--- src/rtl/dmem_port.sv ---
// Data-memory bus port: lane steering for stores, load extension, bus handshake with timeout.
// Optional DMEM_ALIGN_CHK_EN: misaligned half/word accesses complete at once with misalign=1.
module dmem_port #(
  parameter int TIMEOUT = 16
) (
  input  logic        clk,
  input  logic        rst,
  input  logic        dm_we,
  input  logic        dm_re,
  input  logic [31:0] addr,
  input  logic [31:0] wdata,
  input  logic [3:0]  wrbe,
  input  logic [2:0]  dmext_op,
  output logic [31:0] rdata_ext,
  output logic        busy,
  output logic        done,
  output logic        err,
  output logic        misalign,
  output logic        bus_req,
  output logic        bus_we,
  output logic [31:0] bus_addr,
  output logic [3:0]  bus_be,
  output logic [31:0] bus_wdata,
  input  logic        bus_gnt,
  input  logic        bus_rvalid,
  input  logic [31:0] bus_rdata
);

  typedef enum logic [1:0] {S_IDLE, S_REQ, S_RESP, S_DONE} state_t;

  localparam logic [7:0] CNT_LAST = 8'(TIMEOUT - 1);
  localparam logic [2:0] OP_LB  = 3'd1;
  localparam logic [2:0] OP_LBU = 3'd2;
  localparam logic [2:0] OP_LH  = 3'd3;
  localparam logic [2:0] OP_LHU = 3'd4;

  state_t      state_q, state_d;
  logic [7:0]  cnt_q, cnt_d;
  logic        we_q, we_d;
  logic [31:0] addr_q, addr_d;
  logic [3:0]  be_q, be_d;
  logic [31:0] wdata_q, wdata_d;
  logic [2:0]  op_q, op_d;
  logic [31:0] rdata_q, rdata_d;
  logic        err_q, err_d;
  logic        mis_q, mis_d;

  logic        access_mis;
  logic        cnt_expired;
  logic [7:0]  ld_byte;
  logic [15:0] ld_half;
  logic [31:0] ld_ext;

`ifdef DMEM_ALIGN_CHK_EN
  // Byte accesses never misalign; anything that is not a byte/half load counts as a word load.
  always_comb begin
    access_mis = 1'b0;
    if (dm_we) begin
      access_mis = ((wrbe == 4'b0011) && addr[0]) ||
                   ((wrbe == 4'b1111) && (addr[1:0] != 2'b00));
    end else begin
      case (dmext_op)
        OP_LB, OP_LBU: access_mis = 1'b0;
        OP_LH, OP_LHU: access_mis = addr[0];
        default:       access_mis = (addr[1:0] != 2'b00);
      endcase
    end
  end
`else
  assign access_mis = 1'b0;
`endif

  always_comb begin
    ld_byte = bus_rdata[7:0];
    case (addr_q[1:0])
      2'd0: ld_byte = bus_rdata[7:0];
      2'd1: ld_byte = bus_rdata[15:8];
      2'd2: ld_byte = bus_rdata[23:16];
      2'd3: ld_byte = bus_rdata[31:24];
      default: ld_byte = bus_rdata[7:0];
    endcase
    ld_half = addr_q[1] ? bus_rdata[31:16] : bus_rdata[15:0];
    case (op_q)
      OP_LB:   ld_ext = {{24{ld_byte[7]}}, ld_byte};
      OP_LBU:  ld_ext = {24'd0, ld_byte};
      OP_LH:   ld_ext = {{16{ld_half[15]}}, ld_half};
      OP_LHU:  ld_ext = {16'd0, ld_half};
      default: ld_ext = bus_rdata;
    endcase
  end

  always_comb begin
    state_d     = state_q;
    cnt_d       = cnt_q;
    we_d        = we_q;
    addr_d      = addr_q;
    be_d        = be_q;
    wdata_d     = wdata_q;
    op_d        = op_q;
    rdata_d     = rdata_q;
    err_d       = 1'b0;
    mis_d       = 1'b0;
    cnt_expired = (cnt_q == CNT_LAST);

    case (state_q)
      S_IDLE: begin
        if (dm_we || dm_re) begin
          // A simultaneous store and load strobe is treated as a store.
          we_d    = dm_we;
          addr_d  = addr;
          op_d    = dmext_op;
          be_d    = dm_we ? 4'(wrbe << addr[1:0]) : 4'b1111;
          wdata_d = dm_we ? (wdata << {addr[1:0], 3'b000}) : 32'd0;
          cnt_d   = 8'd0;
          if (access_mis) begin
            state_d = S_DONE;
            mis_d   = 1'b1;
          end else begin
            state_d = S_REQ;
          end
        end
      end
      S_REQ: begin
        cnt_d = cnt_q + 8'd1;
        if (bus_gnt) begin
          state_d = we_q ? S_DONE : S_RESP;
        end else if (cnt_expired) begin
          state_d = S_DONE;
          err_d   = 1'b1;
        end
      end
      S_RESP: begin
        cnt_d = cnt_q + 8'd1;
        if (bus_rvalid) begin
          rdata_d = ld_ext;
          state_d = S_DONE;
        end else if (cnt_expired) begin
          state_d = S_DONE;
          err_d   = 1'b1;
        end
      end
      S_DONE:  state_d = S_IDLE;
      default: state_d = S_IDLE;
    endcase
  end

  always_ff @(posedge clk or posedge rst) begin
    if (rst) begin
      state_q <= S_IDLE;
      cnt_q   <= 8'd0;
      we_q    <= 1'b0;
      addr_q  <= 32'd0;
      be_q    <= 4'd0;
      wdata_q <= 32'd0;
      op_q    <= 3'd0;
      rdata_q <= 32'd0;
      err_q   <= 1'b0;
      mis_q   <= 1'b0;
    end else begin
      state_q <= state_d;
      cnt_q   <= cnt_d;
      we_q    <= we_d;
      addr_q  <= addr_d;
      be_q    <= be_d;
      wdata_q <= wdata_d;
      op_q    <= op_d;
      rdata_q <= rdata_d;
      err_q   <= err_d;
      mis_q   <= mis_d;
    end
  end

  assign busy      = (state_q == S_REQ) || (state_q == S_RESP);
  assign bus_req   = (state_q == S_REQ);
  assign bus_we    = (state_q == S_REQ) && we_q;
  assign bus_addr  = {addr_q[31:2], 2'b00};
  assign bus_be    = be_q;
  assign bus_wdata = wdata_q;
  assign done      = (state_q == S_DONE);
  assign err       = err_q;
  assign misalign  = mis_q;
  assign rdata_ext = rdata_q;

endmodule

--- config.mk ---
export PLATFORM = sky130hd
export DESIGN_NAME = dmem_port
export DESIGN_NICKNAME = d
export VERILOG_FILES = /design/src/rtl/dmem_port.sv
export SDC_FILE = /design/constraint.sdc
export NUM_CORES = 1
export LEC_CHECK = 0
export CAP_MARGIN = 5
export CORE_MARGIN = 2
export CORE_UTILIZATION = 40
export DETAILED_ROUTE_END_ITERATION = 10
export GPL_ROUTABILITY_DRIVEN = 0
export HOLD_SLACK_MARGIN = 0.05
export MAX_ROUTING_LAYER = met4
export PLACE_DENSITY_LB_ADDON = 0.1
export REMOVE_ABC_BUFFERS = 1
export SLEW_MARGIN = 10
export SYNTH_ARGS = -nofsm -noshare
export SYNTH_HDL_FRONTEND = slang
export SYNTH_SLANG_ARGS = --single-unit
--- constraint.sdc ---
create_clock -name clk -period 13.2 [get_ports clk]
set_input_delay 3.96 -clock clk [delete_from_list [all_inputs] [get_ports clk]]
set_output_delay 3.96 -clock clk [all_outputs]
set_load 0.01 [all_outputs]
==> results of run 1 <==
-- cell families (layout without fill, tap and decap cells) --
family          after synthesis  after routing
compound gates              168            168
fa+ha+maj                     7              7
xor+xnor                      4              4
other cells                   1              3
mux                          37             37
simple gates                223            223
buf+inv                      84            257
flops                       115            115
-- synth_stat cells (5+ instances only) --
cell type	count
a211o_1	10
a21oi_1	41
a221o_1	8
a221o_2	10
a22o_1	11
a32o_1	9
and2_1	6
buf_2	5
buf_4	34
clkbuf_1	32
dfrtp_1	115
ha_1	7
inv_1	8
mux2_2	8
mux2i_1	23
nand2_1	144
nand2b_1	6
nand3_1	6
nor2_1	24
nor2b_1	14
o21ai_0	28
o22ai_1	7
-- routing by layer --
metal | track usage, % | part of all wire (%) | up-vias
met2 | 36.58 | 49 | 213
met1 | 28.78 | 42 | 2724
li1 | - | - | 2588
met5 | - | 0 | -
met4 | 7.822 | 1.3 | 0
met3 | 5.634 | 7.5 | 22
-- power groups by stage --
stage                     clock (W)  sequential, W  combinational, W
after floorplan                   0       0.000683          0.000386
after global placement            0       0.000622          0.000894
after detailed placement          0       0.000626          0.000911
after CTS                  0.000485       0.000623          0.000917
after global routing       0.000502       0.000645          0.000996
final                      0.000480       0.000622          0.000910
-- final cells by class --
cell class / count / share of cell area, %
Sequential cell: 115 / 32.89
Multi-Input combinational cell: 442 / 32.43
Timing Repair Buffer: 218 / 24.68
Clock buffer: 21 / 5.147
Tap cell: 188 / 2.688
Clock inverter: 10 / 1.802
Inverter: 8 / 0.3717
-- registers in the layout, indices dropped and copies added (netlist names) --
register / flops
state_q: 2
op_q: 3
err: 1
rdata_ext: 32
cnt_q: 8
addr_q: 32
bus_wdata: 32
we_q: 1
bus_be: 4
-- worst max-delay path, cell delays in order --
cell	delay (ps)
clkdlybuf4s50_1	1020
nand2b_1	580
nor2_1	500
a22o_1	220
-- through the flow --
step                      area [µm²]  worst slack (ps)
after floorplan                 5734              5185
after global routing            8751              7072
after CTS                       8751              7254
after global placement          8143              6937
final                           8751              7251
after detailed placement        8143              6841
-- worst min-delay path by stage --
stage | startpoint | cells after the start | to
floorplan | we_q$_DFFE_PP0P_ | 2 | we_q$_DFFE_PP0P_
global placement | addr_q[27]$_DFFE_PP0P_ | 2 | addr_q[27]$_DFFE_PP0P_
detailed placement | addr_q[16]$_DFFE_PP0P_ | 2 | addr_q[16]$_DFFE_PP0P_
CTS | we_q$_DFFE_PP0P_ | 2 | we_q$_DFFE_PP0P_
global route | addr_q[28]$_DFFE_PP0P_ | 2 | addr_q[28]$_DFFE_PP0P_
finish | we_q$_DFFE_PP0P_ | 2 | we_q$_DFFE_PP0P_
-- layout by cell type, fill, tap and decap left out, drive strengths merged, types with 9 or more instances in the layout --
cell / Yosys / layout
a21oi: 41 / 41
a221o: 18 / 18
a32o: 9 / 9
o21ai: 29 / 29
a211o: 10 / 10
nor2b: 14 / 14
nand2: 144 / 144
nor2: 25 / 25
clkbuf: 32 / 21
clkdlybuf4s50: 0 / 210
a22o: 11 / 11
dfrtp: 115 / 115
mux2i: 23 / 23
==> summary.md, run 1 <==
| Metric | Value |
|---|---|
| Worst relative slew slack | 20.12% |
| Row count | 45 |
| DR iter-0 viols | 469 |
| Final Power | roughly 0.0020 W |
| Buffers on Ports | around 210 |
| Sequential share of the synthesized area | 46.65% |
| Setup repair bufs after CTS | 0 |
| Top_reg_cell synth | dfrtp_1 |
| Post-Synth XOR/XNOR Area | 0.5680% |
| CP Max Fanout | 33 |
| Via density | 5.536 |
| Num CTS Buffers | 17 |
| Sw frac | 35.72% |
| First-pass GRT wire length | ~29000 µm |
| CP Class | in -> reg |
| Simple-gate portion of the synthesized area | between 10% and 20% |
| # IOs | 215 |
| Avg WL per Cell | 18.01 µm |
| Period utilisation layout | 45.07% |
| Area of the multi-input gates | 2838 µm² |
| Post-DP HPWL | 12410 µm |
| Critical path startpoint | addr[1] |
| Worst-case clock buffer depth | 2 |
| Skew-Pair Late Insertion Delay | 420 ps |
| Clock-pin slew on the worst setup and hold paths | 50 ps |
| Share of flip-flops with an asynchronous set or reset | 100.0% |
| Largest family of logic cells by synthesized area | compound AO/OA/AOI/OAI gates |
| Status | finished, final reports clean |
| Switching power | 0.0007187 W |
| Synthesized area | 6168 µm² |
| Critical Path RT | 13550 ps |
| Yosys warns | 0 |
| CTS Sinks | 115 |
| Clock Root Buffer | clkbuf_16 |
| Min Tclk post-route | 5949 ps |
| Nature of the critical path endpoint | flop |
| Tot GR Track Use | a little under a quarter |
| Non-filler instance count after layout | roughly 1000 |
| Worst VDD drop | 0.00009316 V |
| MaxCap Viol Count | 0 |
| Post-route DRC | 0 |
| Combinational Power Share | 45.2% |
| CP endpoint | bus_wdata[3]$_DFFE_PP0P_ |
| Core Footprint | 15150 µm² |
| Count of cell types in the netlist | 63 |
| Layout cells sized above 1 | 8.108% |
| Area leader, netlist | dfrtp_1 |
| Worst r2r src | state_q[0]$_DFFE_PP0P_ |
| Post-Route Setup TNS | 0 ps |
| Resized Gates After CTS | 0 |
| Complex-gate fraction of the synthesized area | 19.96% |
| Syn Inst Count | 639 |
| #FFs+latches synth | 115 |
| Util after Layout | 57.78% |
| # H-tree levels | 4 |
| Sequential Area | 2878 µm² |
| Final wirelength | around 18000 µm |
| EDFF count, synth | 0 |
| Initial antenna violation count | 0 |
| Clock share of power | 23.9% |
| Global route overflow | 0 |
| Largest net degree at the start of global routing | 59 |
| Cell internal pwr | 0.001293 W |
| # fillers | 1303 |
| Starting Density | 40.73% |
| DRT Pass-1 Iters | 5 |
| RSZ-0062 raised after global routing | false |
| Worst R2R End | bus_wdata[3]$_DFFE_PP0P_ |
| Seq pwr share | 30.9% |
| Vias in the first global route | 5544 |
| Placed Cells | 971 |
| Final hold slack | around 460 ps |
| Mux contribution to synthesized area | 7.505% |
| CTS Hold Bufs | 0 |
| Die X | between 100 and 150 µm |
| P per Cell Area | roughly 230 nW/µm² |
| Adder-Cell Fraction of Synth Area | about 1.4% |
| Worst min path class | reg -> reg |
| Peak Freq | 168.1 MHz |
| R2r worst-path depth | 6 |
| Area Growth Syn to Fin | 41.87% |
| Worst Path Arrival | 6300 ps |
| Pleak | 3.828 nW |
| Clk_skew | approximately 7.3 ps |
| Vias after detailed routing | 5547 |
| Die Y-Extent | 128.2 µm |
| R2r setup slk | 10640 ps |
| ANT cells | 0 |
| Count of pins over their slew limit | 0 |
| NumNets Final | about 920 |
| Yosys top cell area share | a little under half |
| Final count of hold timing violations | 0 |
| TritonCTS clock tree | yes |
| CP Launch Type | input port |
| Worst Tran Pin Value | roughly 1200 ps |
| Antenna violation net count after detailed routing | 0 |
| Area contributors post-synth | dfrtp_1, nand2_1, buf_4 |
| Mapped Avg Cell Area | 9.653 µm² |
| Die Area | 16430 µm² |
| Final setup viols | 0 |
No activity file was read; power rests on OpenSTA's default activity.
==> run 2: changes to the inputs <==
==> constraint.sdc (replaced) <==
create_clock -name clk -period 6.25 [get_ports clk]
set_input_delay 1.875 -clock clk [delete_from_list [all_inputs] [get_ports clk]]
set_output_delay 1.875 -clock clk [all_outputs]
set_load 0.01 [all_outputs]
==> run 2 against run 1 <==
  * Cell area is 0.43% lower
  * First-iteration DRC count is 16% lower
  * Wire length is 1.3% lower
  * Sequential power is 110% higher
  * Clock skew is 1.7 ps lower
  * Register-to-register slack worse by 7000 ps
  * Hold slack better by 5.6 ps
==> summary.md, run 2 (synthesis gave the netlist of run 1 again) <==
| Metric | Value |
|---|---|
| Status | finished, final reports clean (unchanged) |
| Vias in the first global route | 5549 (was 5544) |
| Num CTS Buffers | 17 (unchanged) |
| Clk_skew | 5.640 ps (was 7.318 ps) |
| CP Cell Sequence | inv_1 > ha_1 > clkdlybuf4s50_1 (was clkdlybuf4s50_1 > nand2b_1 > nor2_1 > a22o_1) |
| DR iter-0 viols | 394 (was 469) |
| Starting Density | 40.73% (unchanged) |
| Die Y-Extent | 128.2 µm (unchanged) |
| Min Tclk post-route | 3845 ps |
| CP Launch Type | flop (was input port) |
| TritonCTS clock tree | yes (unchanged) |
| Period utilisation layout | 61.53% |
| Final count of hold timing violations | 0 (unchanged) |
| Most common cell after layout, fill and taps aside | clkdlybuf4s50_1 (unchanged) |
| DRT Pass-1 Iters | 5 (unchanged) |
| Nature of the critical path endpoint | output port (was flop) |
| Critical Path RT | 4380 ps (was 13550 ps) |
| Tot GR Track Use | 22.96% (was 22.99%) |
| Clock Root Buffer | clkbuf_16 (unchanged) |
| Worst relative slew slack | 30.33% (was 20.12%) |
| Worst-case clock buffer depth | 2 (unchanged) |
| # H-tree levels | 4 (unchanged) |
| Worst Slack Setup Final | 2405 ps (was 7251 ps) |
| MaxCap Viol Count | 0 (unchanged) |
| Final setup viols | 0 (unchanged) |
| Resized Gates After CTS | 0 (unchanged) |
| Placed Cells | 973 (was 971) |
| Peak Freq | 260.1 MHz |
| Biggest cell delay along the critical path | 590 ps (was 1020 ps) |
| Post-DP HPWL | 12440 µm (was 12410 µm) |
| CTS Hold Bufs | 0 (unchanged) |
| Util after Layout | 57.53% (was 57.78%) |
| Worst R2R End | bus_wdata[0]$_DFFE_PP0P_ (was bus_wdata[3]$_DFFE_PP0P_) |
| Post-Route Setup TNS | 0 ps (unchanged) |
| R2r worst-path depth | 6 (unchanged) |
| P per Cell Area | 476.1 nW/µm² (was 229.9 nW/µm²) |
| Worst Min Path Start | addr_q[27]$_DFFE_PP0P_ (was we_q$_DFFE_PP0P_) |
| Placement Setup Slack | 2067 ps (was 6841 ps) |
| Antenna violation net count after detailed routing | 0 (unchanged) |
| Hold Path Stages | 2 (unchanged) |
| Area after DPL | 8158 µm² (was 8143 µm²) |
| Vias after detailed routing | 5498 (was 5547) |
| Initial antenna violation count | 0 (unchanged) |
| Worst r2r src | state_q[0]$_DFFE_PP0P_ (unchanged) |
| Skew-Pair Late Insertion Delay | 420 ps (about the same) |
| Buffers on Ports | 211 (unchanged) |
| Setup repair bufs after CTS | 0 (unchanged) |
| NumNets Final | 920 (was 918) |
| First-pass GRT wire length | 28590 µm (was 28780 µm) |
| Worst Path Arrival | 1970 ps (was 6300 ps) |
| Worst min path class | reg -> reg (unchanged) |
| Non-filler instance count after layout | 1003 (was 1002) |
| Area Growth Syn to Fin | 41.26% (was 41.87%) |
| CP Max Fanout | 9 (was 33) |
| Design area | 8713 µm² (was 8751 µm²) |
| Count of pins over their slew limit | 0 (unchanged) |
| CP Class | reg -> out (was in -> reg) |
| Global route overflow | 0 (unchanged) |
| # IOs | 215 (unchanged) |
| Largest net degree at the start of global routing | 61 (was 59) |
| Die X | 128.2 µm (unchanged) |
| Clock-pin slew on the worst setup and hold paths | 50 ps (about the same) |
| Worst Tran Pin Value | 1045 ps (was 1195 ps) |
| Via density | 5.482 (was 5.536) |
| Avg WL per Cell | 17.76 µm (was 18.01 µm) |
| Hold worst-path end | addr_q[27]$_DFFE_PP0P_ (was we_q$_DFFE_PP0P_) |
| Most frequent cells in the layout | clkdlybuf4s50_1, nand2_1, dfrtp_1 (unchanged) |
| Layout cells sized above 1 | 8.221% (was 8.108%) |
| Core Footprint | 15150 µm² (unchanged) |
| Post-route DRC | 0 (unchanged) |
| Critical-path cell with the highest stage delay | clkdlybuf4s50_1 (unchanged) |
| CTS Sinks | 115 (unchanged) |
| RSZ-0062 raised after global routing | false (unchanged) |
| ANT cells | 0 (unchanged) |
| Worst VDD drop | 0.0002391 V (was 0.00009316 V) |
| Pleak | 3.828 nW (about the same) |
| Final wirelength | 17820 µm (was 18050 µm) |
| R2r setup slk | 3660 ps (was 10640 ps) |
| Die Area | 16430 µm² (unchanged) |
| Row count | 45 (unchanged) |
run 2: power breakdown:
| group | internal (W) | switching (W) | total (W) |
|---|---|---|---|
| clock | 0.000591 | 0.000323 | 0.000915 |
| sequential | 0.00107 | 0.000250 | 0.00132 |
| combinational | 0.000995 | 0.000922 | 0.00192 |
| total | 0.00265 | 0.00150 | 0.00415 |
run 2: metal layers:
metal / track usage [%] / share of wire [%] / routed length [µm] / vias up
li1: - / - / - / 2583
met1: 28.06 / 43 / 7628 / 2686
met2: 36.55 / 49 / 8663 / 208
met3: 6.344 / 6.9 / 1237 / 21
met4: 8.339 / 1.6 / 285 / 0
met5: - / 0 / 0 / -
run 2: how the worst max path moves through the flow:
stage	cells past startpoint	end	slack, ps	startpoint
after detailed placement	5	bus_wdata[4]$_DFFE_PP0P_	2070	dm_we
after global placement	5	bus_wdata[2]$_DFFE_PP0P_	2130	dm_we
after floorplan	3	cnt_q[7]$_DFFE_PP0P_	320	dm_we
after CTS	3	busy	2380	state_q[1]$_DFFE_PP0P_
final	3	busy	2400	state_q[1]$_DFFE_PP0P_
after global routing	3	busy	2310	state_q[1]$_DFFE_PP0P_
run 2: layout make-up:
cell class                 instances  area, µm²
timing repair buffer             220       2175
fill                            1342       6432
inverter                           8      32.53
sequential                       115       2878
tap                              188      235.2
clock inverter                     5      50.05
clock buffer                      25      505.5
multi-input combinational        442       2838
run 2: stage by stage:
step / hold slack, ps / power (W)
global placement: 460.3 / 0.003201
global route: 499.0 / 0.004427
floorplan: 437.5 / 0.002258
finish: 470.3 / 0.004148
CTS: 477.0 / 0.004186
detailed placement: 464.7 / 0.003246
run 2: worst max-delay path: cells and delay by family, from the launching register on:
| kind | cells | cell delay [ps] |
|---|---|---|
| adder cells (fa/ha/maj) | 1 | 460 |
| buffers and inverters | 2 | 700 |
| flip-flops | 1 | 390 |
==> run 3: changes to the inputs <==
==> constraint.sdc (replaced) <==
create_clock -name clk -period 3.25 [get_ports clk]
set_input_delay 0.975 -clock clk [delete_from_list [all_inputs] [get_ports clk]]
set_output_delay 0.975 -clock clk [all_outputs]
set_load 0.01 [all_outputs]
==> run 3 against run 2 <==
  * Total power increased by 93%
  * Via count rose by 0.33%
  * Sequential share of layout area shrank 0.21 points
  * Cell count is 0.60% higher
  * First-iteration DRC count rose by 21%
  * Clock power increased by 90%
  * Highest routed layer unchanged
==> summary.md, run 3 (synthesis gave the netlist of run 1 again) <==
| Metric | Value |
|---|---|
| Buf/Inv on CP | 2 (unchanged) |
| CP endpoint | busy (unchanged) |
| R2r worst-path depth | 4 (was 6) |
| Worst Slack Setup Final | 257.3 ps (was 2405 ps) |
| DR iter-0 viols | 477 (was 394) |
| Design area | 8770 µm² (was 8713 µm²) |
| Worst-case clock buffer depth | 2 (unchanged) |
| Via density | 5.467 (was 5.482) |
| R2r setup slk | 910 ps (was 3660 ps) |
| Layout cells sized above 1 | 8.648% (was 8.221%) |
| Final Power | 0.008025 W (was 0.004148 W) |
| CTS Hold Bufs | 0 (unchanged) |
| Nature of the critical path endpoint | output port (unchanged) |
| Post-DP HPWL | 12500 µm (was 12440 µm) |
| Period utilisation layout | 92.08% |
| CP Launch Type | flop (unchanged) |
| Post-Route Setup TNS | 0 ps (unchanged) |
| Critical path startpoint | state_q[1]$_DFFE_PP0P_ (unchanged) |
| Avg WL per Cell | 17.98 µm (was 17.76 µm) |
| Worst r2r src | op_q[2]$_DFFE_PP0P_ (was state_q[0]$_DFFE_PP0P_) |
| Area Growth Syn to Fin | 42.17% (was 41.26%) |
| Worst path top cell family by delay | buffers and inverters (unchanged) |
| Count of pins over their slew limit | 0 (unchanged) |
| Critical Path RT | 2270 ps (was 4380 ps) |
| P per Cell Area | 915.1 nW/µm² (was 476.1 nW/µm²) |
| Final wirelength | 18140 µm (was 17820 µm) |
| # H-tree levels | 4 (unchanged) |
| Worst min path class | reg -> reg (unchanged) |
| Worst relative slew slack | 29.49% (was 30.33%) |
| Pleak | 3.858 nW (was 3.828 nW) |
| Starting Density | 40.73% (unchanged) |
| # IOs | 215 (unchanged) |
| Tot GR Track Use | 22.87% (was 22.96%) |
| Post-route DRC | 0 (unchanged) |
| Setup repair bufs after CTS | 0 (unchanged) |
| Peak Freq | roughly 330 MHz |
| NumNets Final | 925 (was 920) |
| Die Area | 16430 µm² (unchanged) |
| Biggest cell delay along the critical path | 600 ps (was 590 ps) |
| Die Y-Extent | 128.2 µm (unchanged) |
| Initial antenna violation count | 0 (unchanged) |
| CP Max Fanout | 9 (unchanged) |
| MaxCap Viol Count | 0 (unchanged) |
| Global route overflow | 0 (unchanged) |
| Worst Path Arrival | 2020 ps (was 1970 ps) |
| Critical-path cell with the highest stage delay | clkdlybuf4s50_1 (unchanged) |
| Placement Setup Slack | 95.26 ps (was 2067 ps) |
| Die X | 128.2 µm (unchanged) |
| CP Class | reg -> out (unchanged) |
| Non-filler instance count after layout | 1009 (was 1003) |
| Vias after detailed routing | 5516 (was 5498) |
| Placed Cells | 978 (was 973) |
| Most frequent cells in the layout | clkdlybuf4s50_1, nand2_1, dfrtp_1 (unchanged) |
| TritonCTS clock tree | yes (unchanged) |
| Vias in the first global route | 5638 (was 5549) |
| First-pass GRT wire length | 28480 µm (was 28590 µm) |
| Area after DPL | 8220 µm² (was 8158 µm²) |
| Largest net degree at the start of global routing | 116 (was 61) |
| Worst VDD drop | 0.0003990 V (was 0.0002391 V) |
| Clk_skew | 13.10 ps (was 5.640 ps) |
| Worst Tran Pin Value | 1058 ps (was 1045 ps) |
| Clock Root Buffer | clkbuf_16 (unchanged) |
| CP Depth | 3 (unchanged) |
| ANT cells | 0 (unchanged) |
| Resized Gates After CTS | 0 (unchanged) |
| Worst R2R End | rdata_ext[21]$_DFFE_PP0P_ (was bus_wdata[0]$_DFFE_PP0P_) |
| # fillers | 1328 (was 1342) |
| CTS Sinks | 115 (unchanged) |
| Row count | 45 (unchanged) |
| RSZ-0062 raised after global routing | false (unchanged) |
| Skew-Pair Late Insertion Delay | 410 ps (was 420 ps) |
| Final count of hold timing violations | 0 (unchanged) |
| CP Cell Sequence | inv_1 > ha_1 > clkdlybuf4s50_1 (unchanged) |
| DRT Pass-1 Iters | 5 (unchanged) |
| Num CTS Buffers | 17 (unchanged) |
| Core Footprint | 15150 µm² (unchanged) |
| Min Tclk post-route | between 2000 and 3000 ps |
| Clock-pin slew on the worst setup and hold paths | 50 ps (about the same) |
| Buffers on Ports | 211 (unchanged) |
| Status | finished, final reports clean (unchanged) |
| Most common cell after layout, fill and taps aside | clkdlybuf4s50_1 (unchanged) |
| Final setup viols | 0 (unchanged) |
| Antenna violation net count after detailed routing | 0 (unchanged) |
[run 3: per-layer routing]
metal | routed length [µm] | track usage [%] | share of wire (%)
met5 | 0 | - | 0
met4 | 234 | 7.628 | 1.3
met3 | 1080 | 4.925 | 6.0
met2 | 9270 | 38.49 | 51
met1 | 7559 | 27.36 | 42
[run 3: report_power, final]
part           internal [W]  switching, W
sequential          0.00205      0.000485
combinational       0.00195       0.00180
clock               0.00112      0.000620
total               0.00512       0.00291
[run 3: worst min-delay path by stage]
| stage | from | end | slack, ps | cells past startpoint |
|---|---|---|---|---|
| 2_1_floorplan | we_q$_DFFE_PP0P_ | we_q$_DFFE_PP0P_ | 440 | 2 |
| 3_3_place_gp | addr_q[8]$_DFFE_PP0P_ | addr_q[8]$_DFFE_PP0P_ | 460 | 2 |
| 3_5_place_dp | we_q$_DFFE_PP0P_ | we_q$_DFFE_PP0P_ | 460 | 2 |
| 4_1_cts | we_q$_DFFE_PP0P_ | we_q$_DFFE_PP0P_ | 470 | 2 |
| 5_1_grt | addr_q[9]$_DFFE_PP0P_ | addr_q[9]$_DFFE_PP0P_ | 490 | 2 |
| 6_report | addr_q[2]$_DFFE_PP0P_ | addr_q[2]$_DFFE_PP0P_ | 470 | 2 |
[run 3: tightest hold or removal path: cells and delay by family, from the launching register on]
kind,cells,cell delay (ps)
and+or+nand+nor,2,110
DFF,1,330
[run 3: final cells by class]
type / instances / area [µm²] / share of cell area [%]
multi-input combinational: 442 / 2838 / 32.36
timing repair buffer: 225 / 2237 / 25.51
clock inverter: 5 / 50.05 / 0.5707
inverter: 8 / 32.53 / 0.3710
sequential: 115 / 2878 / 32.81
tap: 188 / 235.2 / 2.682
clock buffer: 26 / 499.2 / 5.693
[run 3: metrics by stage]
step                hold WS [ps]  utilization (%)
global placement           458.0            54.28
global route               492.7            57.90
floorplan                  437.5                -
finish                     472.4            57.90
CTS                        473.7            57.90
detailed placement         461.3            54.28
